**src/rtl/video_in.sv**
```systemverilog
// video_in: Avalon-ST Video sink.
// Consumes packetised video (header beat first), strips the packet-type
// header, drops non-video packets and emits a raw pixel stream qualified
// with start-of-frame and end-of-line markers. The pixel count of each
// frame is checked against the active frame size, and a sticky error flag
// records any protocol violation.
// Optional feature macro: VIDEO_IN_CTRL_PARSE_EN. When it is defined,
// type 0xF control packets carry a new frame width/height that overrides
// the width/height inputs for later frames.

module video_in #(
   parameter int DATA_WIDTH = 24,
   parameter int DIM_WIDTH  = 16,
   parameter int FCNT_WIDTH = 16
) (
   input  logic                  clk,
   input  logic                  rst,
   input  logic [DATA_WIDTH-1:0] sink_data,
   input  logic                  sink_valid,
   input  logic                  sink_sop,
   input  logic                  sink_eop,
   output logic                  sink_ready,
   output logic [DATA_WIDTH-1:0] source_data,
   output logic                  source_valid,
   input  logic                  source_ready,
   output logic                  source_sof,
   output logic                  source_eol,
   input  logic [DIM_WIDTH-1:0]  width,
   input  logic [DIM_WIDTH-1:0]  height,
   input  logic                  err_clr,
   output logic [DIM_WIDTH-1:0]  act_width,
   output logic [DIM_WIDTH-1:0]  act_height,
   output logic                  pkt_error,
   output logic [FCNT_WIDTH-1:0] frame_cnt
);

   typedef enum logic [1:0] {
      S_IDLE,
      S_VIDEO,
      S_DISCARD,
      S_CTRL
   } state_t;

   state_t state, state_nxt;

   logic                 accept;
   logic [3:0]           pkt_type;
   logic [DIM_WIDTH-1:0] cnt_x, cnt_y;
   logic                 last_x, last_y;
   logic                 size_held;
   logic [DIM_WIDTH-1:0] act_w_q, act_h_q;
   logic [DIM_WIDTH-1:0] hdr_w, hdr_h;

   logic fwd, fwd_sof, fwd_eol;
   logic set_err, frame_done, latch_hdr, adv_cnt;

`ifdef VIDEO_IN_CTRL_PARSE_EN
   logic                 ctrl_held;
   logic [1:0]           ctrl_beats;
   logic [DIM_WIDTH-1:0] pend_w, pend_h;
   logic                 ctrl_start, ctrl_store, ctrl_commit;
`endif

   // The output register can take a beat whenever it is empty or draining;
   // reset forces the sink closed.
   assign sink_ready = !rst && (!source_valid || source_ready);
   assign accept     = sink_valid && sink_ready;
   assign pkt_type   = sink_data[3:0];

   // Until the first header latches a size, the inputs are shown directly.
   assign act_width  = size_held ? act_w_q : width;
   assign act_height = size_held ? act_h_q : height;

`ifdef VIDEO_IN_CTRL_PARSE_EN
   // A committed control packet keeps its size ahead of the inputs.
   assign hdr_w = ctrl_held ? act_w_q : width;
   assign hdr_h = ctrl_held ? act_h_q : height;
`else
   assign hdr_w = width;
   assign hdr_h = height;
`endif

   assign last_x = (cnt_x == act_width - DIM_WIDTH'(1));
   assign last_y = (cnt_y == act_height - DIM_WIDTH'(1));

   // State register.
   always_ff @(posedge clk or posedge rst) begin
      if (rst) state <= S_IDLE;
      else     state <= state_nxt;
   end

   // Next-state decode: header beats are handled the same in every state.
   always_comb begin
      state_nxt  = state;
      set_err    = 1'b0;
      frame_done = 1'b0;
      latch_hdr  = 1'b0;
      adv_cnt    = 1'b0;
      fwd        = 1'b0;
`ifdef VIDEO_IN_CTRL_PARSE_EN
      ctrl_start  = 1'b0;
      ctrl_store  = 1'b0;
      ctrl_commit = 1'b0;
`endif
      if (accept) begin
         if (sink_sop) begin
            if (state == S_VIDEO) set_err = 1'b1;
`ifdef VIDEO_IN_CTRL_PARSE_EN
            if (state == S_CTRL && ctrl_beats < 2'd2) set_err = 1'b1;
`endif
            if (pkt_type == 4'h0) begin
               latch_hdr = 1'b1;
               if (sink_eop) begin
                  set_err   = 1'b1;
                  state_nxt = S_IDLE;
               end else if (hdr_w == '0 || hdr_h == '0) begin
                  set_err   = 1'b1;
                  state_nxt = S_DISCARD;
               end else begin
                  state_nxt = S_VIDEO;
               end
            end
`ifdef VIDEO_IN_CTRL_PARSE_EN
            else if (pkt_type == 4'hF) begin
               if (sink_eop) begin
                  set_err   = 1'b1;
                  state_nxt = S_IDLE;
               end else begin
                  ctrl_start = 1'b1;
                  state_nxt  = S_CTRL;
               end
            end
`endif
            else begin
               state_nxt = sink_eop ? S_IDLE : S_DISCARD;
            end
         end else begin
            case (state)
               S_VIDEO: begin
                  fwd = 1'b1;
                  if (last_x && last_y) begin
                     if (sink_eop) begin
                        frame_done = 1'b1;
                        state_nxt  = S_IDLE;
                     end else begin
                        set_err   = 1'b1;
                        state_nxt = S_DISCARD;
                     end
                  end else if (sink_eop) begin
                     set_err   = 1'b1;
                     state_nxt = S_IDLE;
                  end else begin
                     adv_cnt = 1'b1;
                  end
               end
               S_DISCARD: begin
                  if (sink_eop) state_nxt = S_IDLE;
               end
`ifdef VIDEO_IN_CTRL_PARSE_EN
               S_CTRL: begin
                  ctrl_store = 1'b1;
                  if (sink_eop) begin
                     if (ctrl_beats != 2'd0) ctrl_commit = 1'b1;
                     else                    set_err     = 1'b1;
                     state_nxt = S_IDLE;
                  end
               end
`endif
               default: ;
            endcase
         end
      end
   end

   // Output decode: position markers for the pixel being forwarded.
   always_comb begin
      fwd_sof = (cnt_x == '0) && (cnt_y == '0);
      fwd_eol = last_x;
   end

   // One-entry output register; it only loads when it is free to.
   always_ff @(posedge clk or posedge rst) begin
      if (rst) begin
         source_valid <= 1'b0;
         source_sof   <= 1'b0;
         source_eol   <= 1'b0;
         source_data  <= '0;
      end else if (sink_ready) begin
         source_valid <= fwd;
         source_sof   <= fwd && fwd_sof;
         source_eol   <= fwd && fwd_eol;
         if (fwd) source_data <= sink_data;
      end
   end

   // Pixel position within the frame.
   always_ff @(posedge clk or posedge rst) begin
      if (rst) begin
         cnt_x <= '0;
         cnt_y <= '0;
      end else if (latch_hdr) begin
         cnt_x <= '0;
         cnt_y <= '0;
      end else if (adv_cnt) begin
         if (last_x) begin
            cnt_x <= '0;
            cnt_y <= cnt_y + DIM_WIDTH'(1);
         end else begin
            cnt_x <= cnt_x + DIM_WIDTH'(1);
         end
      end
   end

   // Sticky error flag and good-frame counter; a new error beats a clear.
   always_ff @(posedge clk or posedge rst) begin
      if (rst) begin
         pkt_error <= 1'b0;
         frame_cnt <= '0;
      end else begin
         if (set_err)      pkt_error <= 1'b1;
         else if (err_clr) pkt_error <= 1'b0;
         if (frame_done)   frame_cnt <= frame_cnt + FCNT_WIDTH'(1);
      end
   end

   // Active frame size, captured at each video header or control commit.
   always_ff @(posedge clk or posedge rst) begin
      if (rst) begin
         size_held <= 1'b0;
         act_w_q   <= '0;
         act_h_q   <= '0;
`ifdef VIDEO_IN_CTRL_PARSE_EN
         ctrl_held <= 1'b0;
`endif
      end else if (latch_hdr) begin
         size_held <= 1'b1;
         act_w_q   <= hdr_w;
         act_h_q   <= hdr_h;
      end
`ifdef VIDEO_IN_CTRL_PARSE_EN
      else if (ctrl_commit) begin
         size_held <= 1'b1;
         ctrl_held <= 1'b1;
         act_w_q   <= pend_w;
         act_h_q   <= (ctrl_beats == 2'd1) ? sink_data[DIM_WIDTH-1:0] : pend_h;
      end
`endif
   end

`ifdef VIDEO_IN_CTRL_PARSE_EN
   // Control payload capture: first beat is width, second is height.
   always_ff @(posedge clk or posedge rst) begin
      if (rst) begin
         ctrl_beats <= '0;
         pend_w     <= '0;
         pend_h     <= '0;
      end else if (ctrl_start) begin
         ctrl_beats <= '0;
      end else if (ctrl_store) begin
         if (ctrl_beats == 2'd0)      pend_w <= sink_data[DIM_WIDTH-1:0];
         else if (ctrl_beats == 2'd1) pend_h <= sink_data[DIM_WIDTH-1:0];
         if (ctrl_beats != 2'd2) ctrl_beats <= ctrl_beats + 2'd1;
      end
   end
`endif

endmodule

```
**config.mk**
```make
export PLATFORM = sky130hd
export DESIGN_NAME = video_in
export DESIGN_NICKNAME = d
export VERILOG_FILES = /design/src/rtl/video_in.sv
export SDC_FILE = /design/constraint.sdc
export NUM_CORES = 1
export LEC_CHECK = 0
export ABC_CLOCK_PERIOD_IN_PS = 8050
export CORE_ASPECT_RATIO = 1.5
export CORE_UTILIZATION = 29
export DETAILED_ROUTE_END_ITERATION = 12
export SYNTH_ARGS = -nofsm -noshare
export SYNTH_HDL_FRONTEND = slang
export SYNTH_SLANG_ARGS = --single-unit
```
**constraint.sdc**
```tcl
create_clock -name clk -period 8.05 [get_ports clk]
set_input_delay 1.61 -clock clk [delete_from_list [all_inputs] [get_ports clk]]
set_output_delay 1.61 -clock clk [all_outputs]
set_load 0.01 [all_outputs]
```
* Yosys cells after proc, flatten, opt, wreduce, memory -nomap -nowiden *
Cells that the tools add are included.

operators by class
  bitwise operators = 0
  mux-type cells = 41
  $add $sub $neg = 5
  equal/unequal tests = 4
  div/mod/pow operators = 0
  reductions and logical operators = 22
  order comparisons = 0
  shift-type cells = 0
  $mul = 0

operators with widths
  cell                                                  count
  2-to-1 mux 16 bit                                     8
  zero test 16 bit                                      4
  adder 16 x 1 -> 16 bit (second input constant)        3
  equality test 16 bit                                  2
  subtractor 16 x 1 -> 16 bit (second input constant)   2
  2-to-1 mux 1 bit                                      25
  2-to-1 mux 2 bit                                      7
  logical AND 1 bit                                     6
  AND reduction 2 bit                                   3
  nonzero test 2 bit                                    3
  zero test 4 bit                                       1
  one-hot mux 2 bit (2 select lines)                    1
  nonzero test 3 bit                                    1
  equality test 2 x 1 -> 1 bit (second input constant)  1
  equality test 2 bit (second input constant)           1
  zero test 1 bit                                       2
  logical OR 1 bit                                      2

word-level totals
  bits in read-only memories = 0
  output and inout bits = 77
  memories kept = 0
  bits in registers = 111
  input bits = 63
  logic and storage cells = 84
  bits in latches = 0
  memory bits (writable) = 0

* Longest topological paths before layout *
Gate-level depths: netlist of run 1.

  depth after elaboration = 10
  mapped depth = 21

* Least setup slack after synthesis of run 1 *
No wires, ideal clock.

  kind = input-to-output
  from = in rst
  to = out sink_ready
  stages = 3
  data arrival time = 4.756 ns
  path slack = 1.684 ns
  path through = inv_1 -> o21ai_0 -> inv_1

between the ends
  longest elaborated chain between the ends = 2

ends and longest elaborated chain
  what                       line  text
  start, declared            17    input logic rst,
  zero test 1 bit (no line)  n/a
  logical AND 1 bit          66    assign sink_ready = !rst && (!source_valid || source_ready);
  end, declared              22    output logic sink_ready,

Every way passes these cells.

* Worst setup path in the final report of run 1 *
  from = in width[0]
  to = reg cnt_x[5]

between the ends
  longest elaborated chain between the ends = 9

ends and longest elaborated chain
  what                             line  text
  start, declared                  28    input logic [DIM_WIDTH-1:0] width,
  2-to-1 mux 16 bit (*)            71    assign act_width = size_held ? act_w_q : width;
  subtractor 16 x 1 -> 16 bit (*)  83    assign last_x = (cnt_x == act_width - DIM_WIDTH'(1));
  equality test 16 bit (*)         83
  logical AND 1 bit                141   if (last_x && last_y) begin
  2-to-1 mux 1 bit                 141
  2-to-1 mux 1 bit                 138   case (state)
  2-to-1 mux 1 bit                 106   if (sink_sop) begin
  2-to-1 mux 1 bit                 105   if (accept) begin
  nonzero test 2 bit (no line)     n/a
  end signal, assigned             209   cnt_x <= cnt_x + DIM_WIDTH'(1);
  end, declared                    48    logic [DIM_WIDTH-1:0] cnt_x, cnt_y;

Mark *: on every way between the ends. The rest lies on a longest branch, timed or not. The select of a mux whose other input is x is not followed.
A chain may end at the register's enable or synchronous reset.

==> flow_metrics.tcl, run 1 <==
set metrics [dict create \
    grt_antenna_before_repair 0 \
    io_pins 140 \
    root_buffer "clkbuf_16" \
    hold_class "reg2reg" \
    first_global_vias 5629 \
    grt_pass1_wl_um 29900 \
    hold_buffers 0 \
    power.density_nw_per_um2 199 \
    netlist_top_cells_area "dfrtp_1, nand2_1, mux2_2" \
    die_height_um 191 \
    min_period_ns 5.83 \
    synth_cells 736 \
    clock_sinks 111 \
    synth-seq-area-share 0.404 \
    vias 5745 \
    drc 0 \
    antenna_cells 0 \
    port_buffers 139 \
    power_frac_seq 0.409 \
    row_count 68 \
    slew_viol_final 0 \
    setup_violations 0 \
    yosys_warnings 0 \
    power_frac_comb 0.344 \
    synthAdderAreaFrac 0.0164 \
    wl_per_cell_um 15.6 \
    path_delay_family "simple AND/OR/NAND/NOR gates" \
    crit_required_ns 8.31 \
    place_hpwl_um 13400 \
    critPathBufInv 2 \
    path_class "in2reg" \
    tightest_slew_ns 0.939 \
    gr-total-overflow 0 \
    dr.pass1.iters 5 \
    cap_violations 0 \
    num-nets-final 930 \
    swShare 0.330 \
    fmax_mhz 171 \
    worstPathArrival_ns 6.09 \
    rsz0062_at_grt "false" \
    path_cells "clkdlybuf4s50_1 > mux2i_1 > ha_1 > o211ai_2 > or4b_1 > o2bb2ai_1 > a211oi_1 > or4_4 > a2111oi_4 > inv_1 > ha_1 > nand2_1 > or3_1 > a21boi_0 > a21o_1" \
    htreeDepth 3 \
    instances_no_fill 1178 \
    synthMuxAreaShare 0.133 \
    cpMaxStageDelayCell "or4_4" \
    synth-simple-area-share 0.245 \
    wirelength_um 18400 \
    start_util 0.297 \
    synth_cell_type_count 64 \
    internal_power_uw 1180 \
    syn_avg_cell_area_um2 9.34 \
    clkTransAtPathRegs_ns 0.08 \
    die_w_um 128 \
    slew_headroom 0.374 \
    p_leak_uw 0.00380 \
    status "finished, final reports clean" \
    synthTopCellsByCount "nand2_1, dfrtp_1, mux2_2, inv_1, mux2i_1" \
    max_stage_delay_ns 0.58 \
    synthXorXnorAreaFrac 0.0795 \
    gp_congestion 0.795 \
    tns_ns 0 \
    netlist.area_leader.share 0.404 \
    grt_max_degree 69 \
    synth_area_um2 6870 \
    synth_top_area_cell "dfrtp_1" \
    end_kind "flop" \
    peakVddDrop_uv 113 \
    finalCritPeriodShare 0.725 \
    via_per_inst 4.88 \
    synth_compound_area_frac 0.0788 \
    dieArea_um2 24300 \
    pwr-share-clk 0.247 \
    cts_tree "yes" \
    synth-async-reset-ratio 1.00 \
    synth_flop_cell "dfrtp_1" \
    hold_viol 0 \
    skew_ns 0.00967 \
    synth_top_family_by_area "simple AND/OR/NAND/NOR gates" \
    seqCellArea_um2 2780 \
    grtUsageTotal 0.156 \
    drive_above_1_share 0.105 \
    yosysMostFrequentCell "nand2_1" \
    cts_made_buffers 9 \
    cts-resized-gates 0 \
    dpl.cell_count 1162 \
    core_um2 23100 \
    startpoint_type "primary input" \
    crit_top_cell "ha_1" \
    drt-initial-drc-count 269 \
    ys_seq_elements 111 \
    multi_input_area_um2 3810 \
    cts.path.max_buffers 2 \
    synth_edf_count 0 \
    synth.net_count 808 \
    fill_cells 2359 \
    layout-area-overhead-vs-synth_pct 28.4 \
    crit_fanout 19 \
    insertion_delay_ns 0.36 \
    cts_setup_buffers 0 \
    final_antenna_net_count 0 \
    switchingPower_uw 580 \
]
layer usage:
layer,routed length (um),global-route usage,share of wire,up-vias
met5,0,0,0,-
li1,-,-,-,2829
met1,8170,0.197,0.44,2735
met2,8920,0.264,0.49,162
met4,311,0.0548,0.017,0
met3,989,0.0334,0.054,19
stage by stage:
stage               power (uW)  hold slack (ns)  setup WS (ns)  area (um^2)  utilization
floorplan                 1040            0.474           1.68         6870            -
global placement          1330            0.457           1.93         8550        0.370
detailed placement        1340            0.462           1.82         8550        0.370
CTS                       1790            0.481           2.19         8830        0.381
global route              1870            0.496           1.79         8830        0.381
finish                    1760            0.478           2.22         8830        0.381
sequential cells by signal, summed over array words and instances (netlist names):
register,flops
size_held,1
source_eol,1
state,2
source_valid,1
act_h_q,16
frame_cnt,16
act_w_q,16
cnt_y,16
cnt_x,16
source_sof,1
source_data,24
pkt_error,1
power by group through the flow:
stage	Sequential, uW	Clock [uW]	Combinational (uW)
5_1_grt	733	473	661
6_report	719	435	605
2_1_floorplan	738	0	307
4_1_cts	719	454	614
3_5_place_dp	727	0	611
3_3_place_gp	726	0	609
path summary, 6_finish.rpt:
kind	slack (ns)	endpoint	start	cells after the start
worst max-delay path	2.22	cnt_x[5]$_DFFE_PP0P_	width[0]	15
worst min-delay path	0.48	source_data[14]$_DFFE_PP0P_	source_data[14]$_DFFE_PP0P_	2
worst max register to register	2.63	cnt_x[5]$_DFFE_PP0P_	size_held$_DFFE_PP0P_	15
worst min register to register	0.48	source_data[14]$_DFFE_PP0P_	source_data[14]$_DFFE_PP0P_	2
max in group asynchronous	4.99	size_held$_DFFE_PP0P_	rst	3
min in group asynchronous	1.66	frame_cnt[12]$_DFFE_PP0P_	rst	2
final cells by class:
type / instances / share of cell area
multi-input cells: 554 / 0.431
flip-flops and latches: 111 / 0.315
repair buffers: 144 / 0.162
well taps: 315 / 0.0446
clock buffers: 9 / 0.0255
inverters: 38 / 0.0164
clock inverters: 7 / 0.00567
worst reg2reg max path, stage by stage, from the launching register on:
cell	delay, ns
dfrtp_2	0.75
buf_4	0.47
mux2i_1	0.38
ha_1	0.34
o211ai_2	0.23
or4b_1	0.55
o2bb2ai_1	0.16
a211oi_1	0.10
or4_4	0.58
a2111oi_4	0.47
inv_1	0.09
ha_1	0.22
nand2_1	0.54
or3_1	0.20
a21boi_0	0.08
a21o_1	0.15
cells by family after synthesis:
kind of cell,Yosys count
AO/OA/AOI/OAI,76
XOR/XNOR,59
adder cells (fa/ha/maj),9
multiplexers,84
AND/OR/NAND/NOR,326
buffers and inverters,71
flip-flops,111
cells in the final DEF, fill, tap and decap left out, types with 13 or more instances in the layout:
cell             Yosys  routed
clkdlybuf4s50_1      0     139
dfrtp_1            111     110
inv_1               37      36
mux2_2              44      44
mux2i_1             35      35
nand2_1            135     135
nand3_1             31      30
nand4_1             13      13
nor2_1              27      27
nor3_1              28      27
nor4_1              13      13
o21ai_0             21      21
xnor2_1             33      33
xor2_1              24      24
No activity file was read; power rests on OpenSTA's default activity.
==> run 2, diff against run 1 <==
--- a/config.mk
+++ b/config.mk
@@ -5,7 +5,7 @@
 export SDC_FILE = /design/constraint.sdc
 export NUM_CORES = 1
 export LEC_CHECK = 0
-export ABC_CLOCK_PERIOD_IN_PS = 8050
+export ABC_CLOCK_PERIOD_IN_PS = 5000
 export CORE_ASPECT_RATIO = 1.5
 export CORE_UTILIZATION = 29
 export DETAILED_ROUTE_END_ITERATION = 12
==> constraint.sdc (replaced) <==
create_clock -name clk -period 5 [get_ports clk]
set_input_delay 1 -clock clk [delete_from_list [all_inputs] [get_ports clk]]
set_output_delay 1 -clock clk [all_outputs]
set_load 0.01 [all_outputs]
==> flow_metrics.tcl, run 2 (same netlist as run 1, synthesis figures left out) <==
set metrics [dict create \
    cts.path.max_buffers 2 \
    power_frac_comb 0.355 \
    pwr-share-clk 0.253 \
    die_w_um 128 \
    antenna_cells 0 \
    gp_congestion 0.816 \
    layout-area-overhead-vs-synth_pct 35.7 \
    slew_viol_final 0 \
    worstPathArrival_ns 4.98 \
    skew_ns 0.0155 \
    tightest_slew_ns 0.914 \
    cts_tree "yes" \
    core_um2 23100 \
    hold-path-cell-count 2 \
    htreeDepth 3 \
    swShare 0.317 \
    min_period_ns 4.75 \
    grt_max_degree 67 \
    io_pins 140 \
    fmax_mhz 211 \
    rr_worst_depth 15 \
    final_common_cell "clkdlybuf4s50_1" \
    fin_area_um2 9330 \
    wirelength_um 18900 \
    drt-initial-drc-count 246 \
    dpl_cell_area_um2 9020 \
    port_buffers 139 \
    drc 0 \
    largest-register "source_data" \
    power.density_nw_per_um2 317 \
    place_hpwl_um 14100 \
    crit_fanout 4 \
    p_leak_uw 0.00409 \
    worstHoldStart "source_data[10]$_DFFE_PP0P_" \
    row_count 68 \
    startpoint_type "primary input" \
    path_class "in2reg" \
    cts_setup_buffers 0 \
    setup_violations 0 \
    vias 5992 \
    fin_util 0.403 \
    die_height_um 191 \
    dp_worst_setup_slack_ns -0.154 \
    r2r_slack_ns 0.38 \
    gr-total-overflow 0 \
    whs_ns 0.477 \
    slew_headroom 0.391 \
    dr.pass1.iters 5 \
    num-nets-final 986 \
    via_per_inst 4.86 \
    hold_buffers 0 \
    layout_common_cells "clkdlybuf4s50_1, nand2_1, dfrtp_1" \
    end_kind "flop" \
    cts-resized-gates 0 \
    peakVddDrop_uv 184 \
    whs_endpoint "source_data[10]$_DFFE_PP0P_" \
    hold_viol 0 \
    first_global_vias 6124 \
    dieArea_um2 24300 \
    status "finished, final reports clean" \
    layout_setup_ws_ns 0.249 \
    root_buffer "clkbuf_16" \
    power_frac_seq 0.392 \
    insertion_delay_ns 0.36 \
    drive_above_1_share 0.160 \
    grt_pass1_wl_um 31500 \
    switchingPower_uw 938 \
    rsz0062_at_grt "false" \
    reg2reg_to "frame_cnt[15]$_DFFE_PP0P_" \
    internal_power_uw 2020 \
    r2r-start "size_held$_DFFE_PP0P_" \
    largest_reg_flops 24 \
    clock_sinks 111 \
    clkTransAtPathRegs_ns 0.07 \
    hold_class "reg2reg" \
    tns_ns 0 \
    grtUsageTotal 0.163 \
    crit_required_ns 5.23 \
    final_antenna_net_count 0 \
    grt_antenna_before_repair 0 \
    finalCritPeriodShare 0.950 \
    start_util 0.297 \
    cts_made_buffers 9 \
    cap_violations 0 \
    wl_per_cell_um 15.3 \
]
run 2: worst max path at each step:
stage               slack, ns                  start                   endpoint
floorplan                0.11  size_held$_DFFE_PP0P_       cnt_x[9]$_DFFE_PP0P_
global placement        -0.11               width[7]  frame_cnt[14]$_DFFE_PP0P_
detailed placement      -0.15               width[7]  frame_cnt[14]$_DFFE_PP0P_
CTS                      0.21               width[7]  frame_cnt[14]$_DFFE_PP0P_
global route            0.007               width[7]  frame_cnt[15]$_DFFE_PP0P_
finish                   0.25               width[7]  frame_cnt[15]$_DFFE_PP0P_
run 2: power by group through the flow:
| stage | combinational (uW) | sequential, uW | clock (uW) |
|---|---|---|---|
| after floorplan | 494 | 1190 | 0 |
| after CTS | 1070 | 1160 | 785 |
| after global routing | 1150 | 1180 | 814 |
| after detailed placement | 1060 | 1170 | 0 |
| after global placement | 1050 | 1170 | 0 |
| final | 1050 | 1160 | 750 |
run 2: worst max-delay path: stages:
cell and delay (ns):
clkdlybuf4s50_1 0.42, nor3_1 0.20, a21oi_1 0.10, or3_1 0.43, or4_1 0.52, a22o_1 0.26
or4_4 0.52, a2111oi_4 0.32, buf_4 0.20, ha_1 0.17, and4_2 0.28, nand3_1 0.11
nor2_1 0.19, nand4_1 0.13, xnor2_1 0.14
run 2: final cells by class:
| type | count | area (um^2) |
|---|---|---|
| tap | 315 | 394 |
| fill | 2357 | 13800 |
| sequential | 111 | 2780 |
| multi-input combinational | 554 | 3810 |
| timing repair buffer | 200 | 1900 |
| inverter | 38 | 146 |
| clock buffer | 12 | 246 |
| clock inverter | 4 | 55.1 |
run 2: through the flow:
stage                     total power [uW]  std cells
after floorplan                       1680        736
after global placement                2230       1218
after detailed placement              2230       1218
after CTS                             3010       1234
after global routing                  3150       1234
final                                 2960       1234
run 2: metal layers:
metal	global-route usage	up-vias	share of wire
li1	-	2931	-
met1	0.200	2872	0.43
met2	0.278	164	0.50
met3	0.0370	25	0.054
met4	0.0624	0	0.024
met5	0	-	0
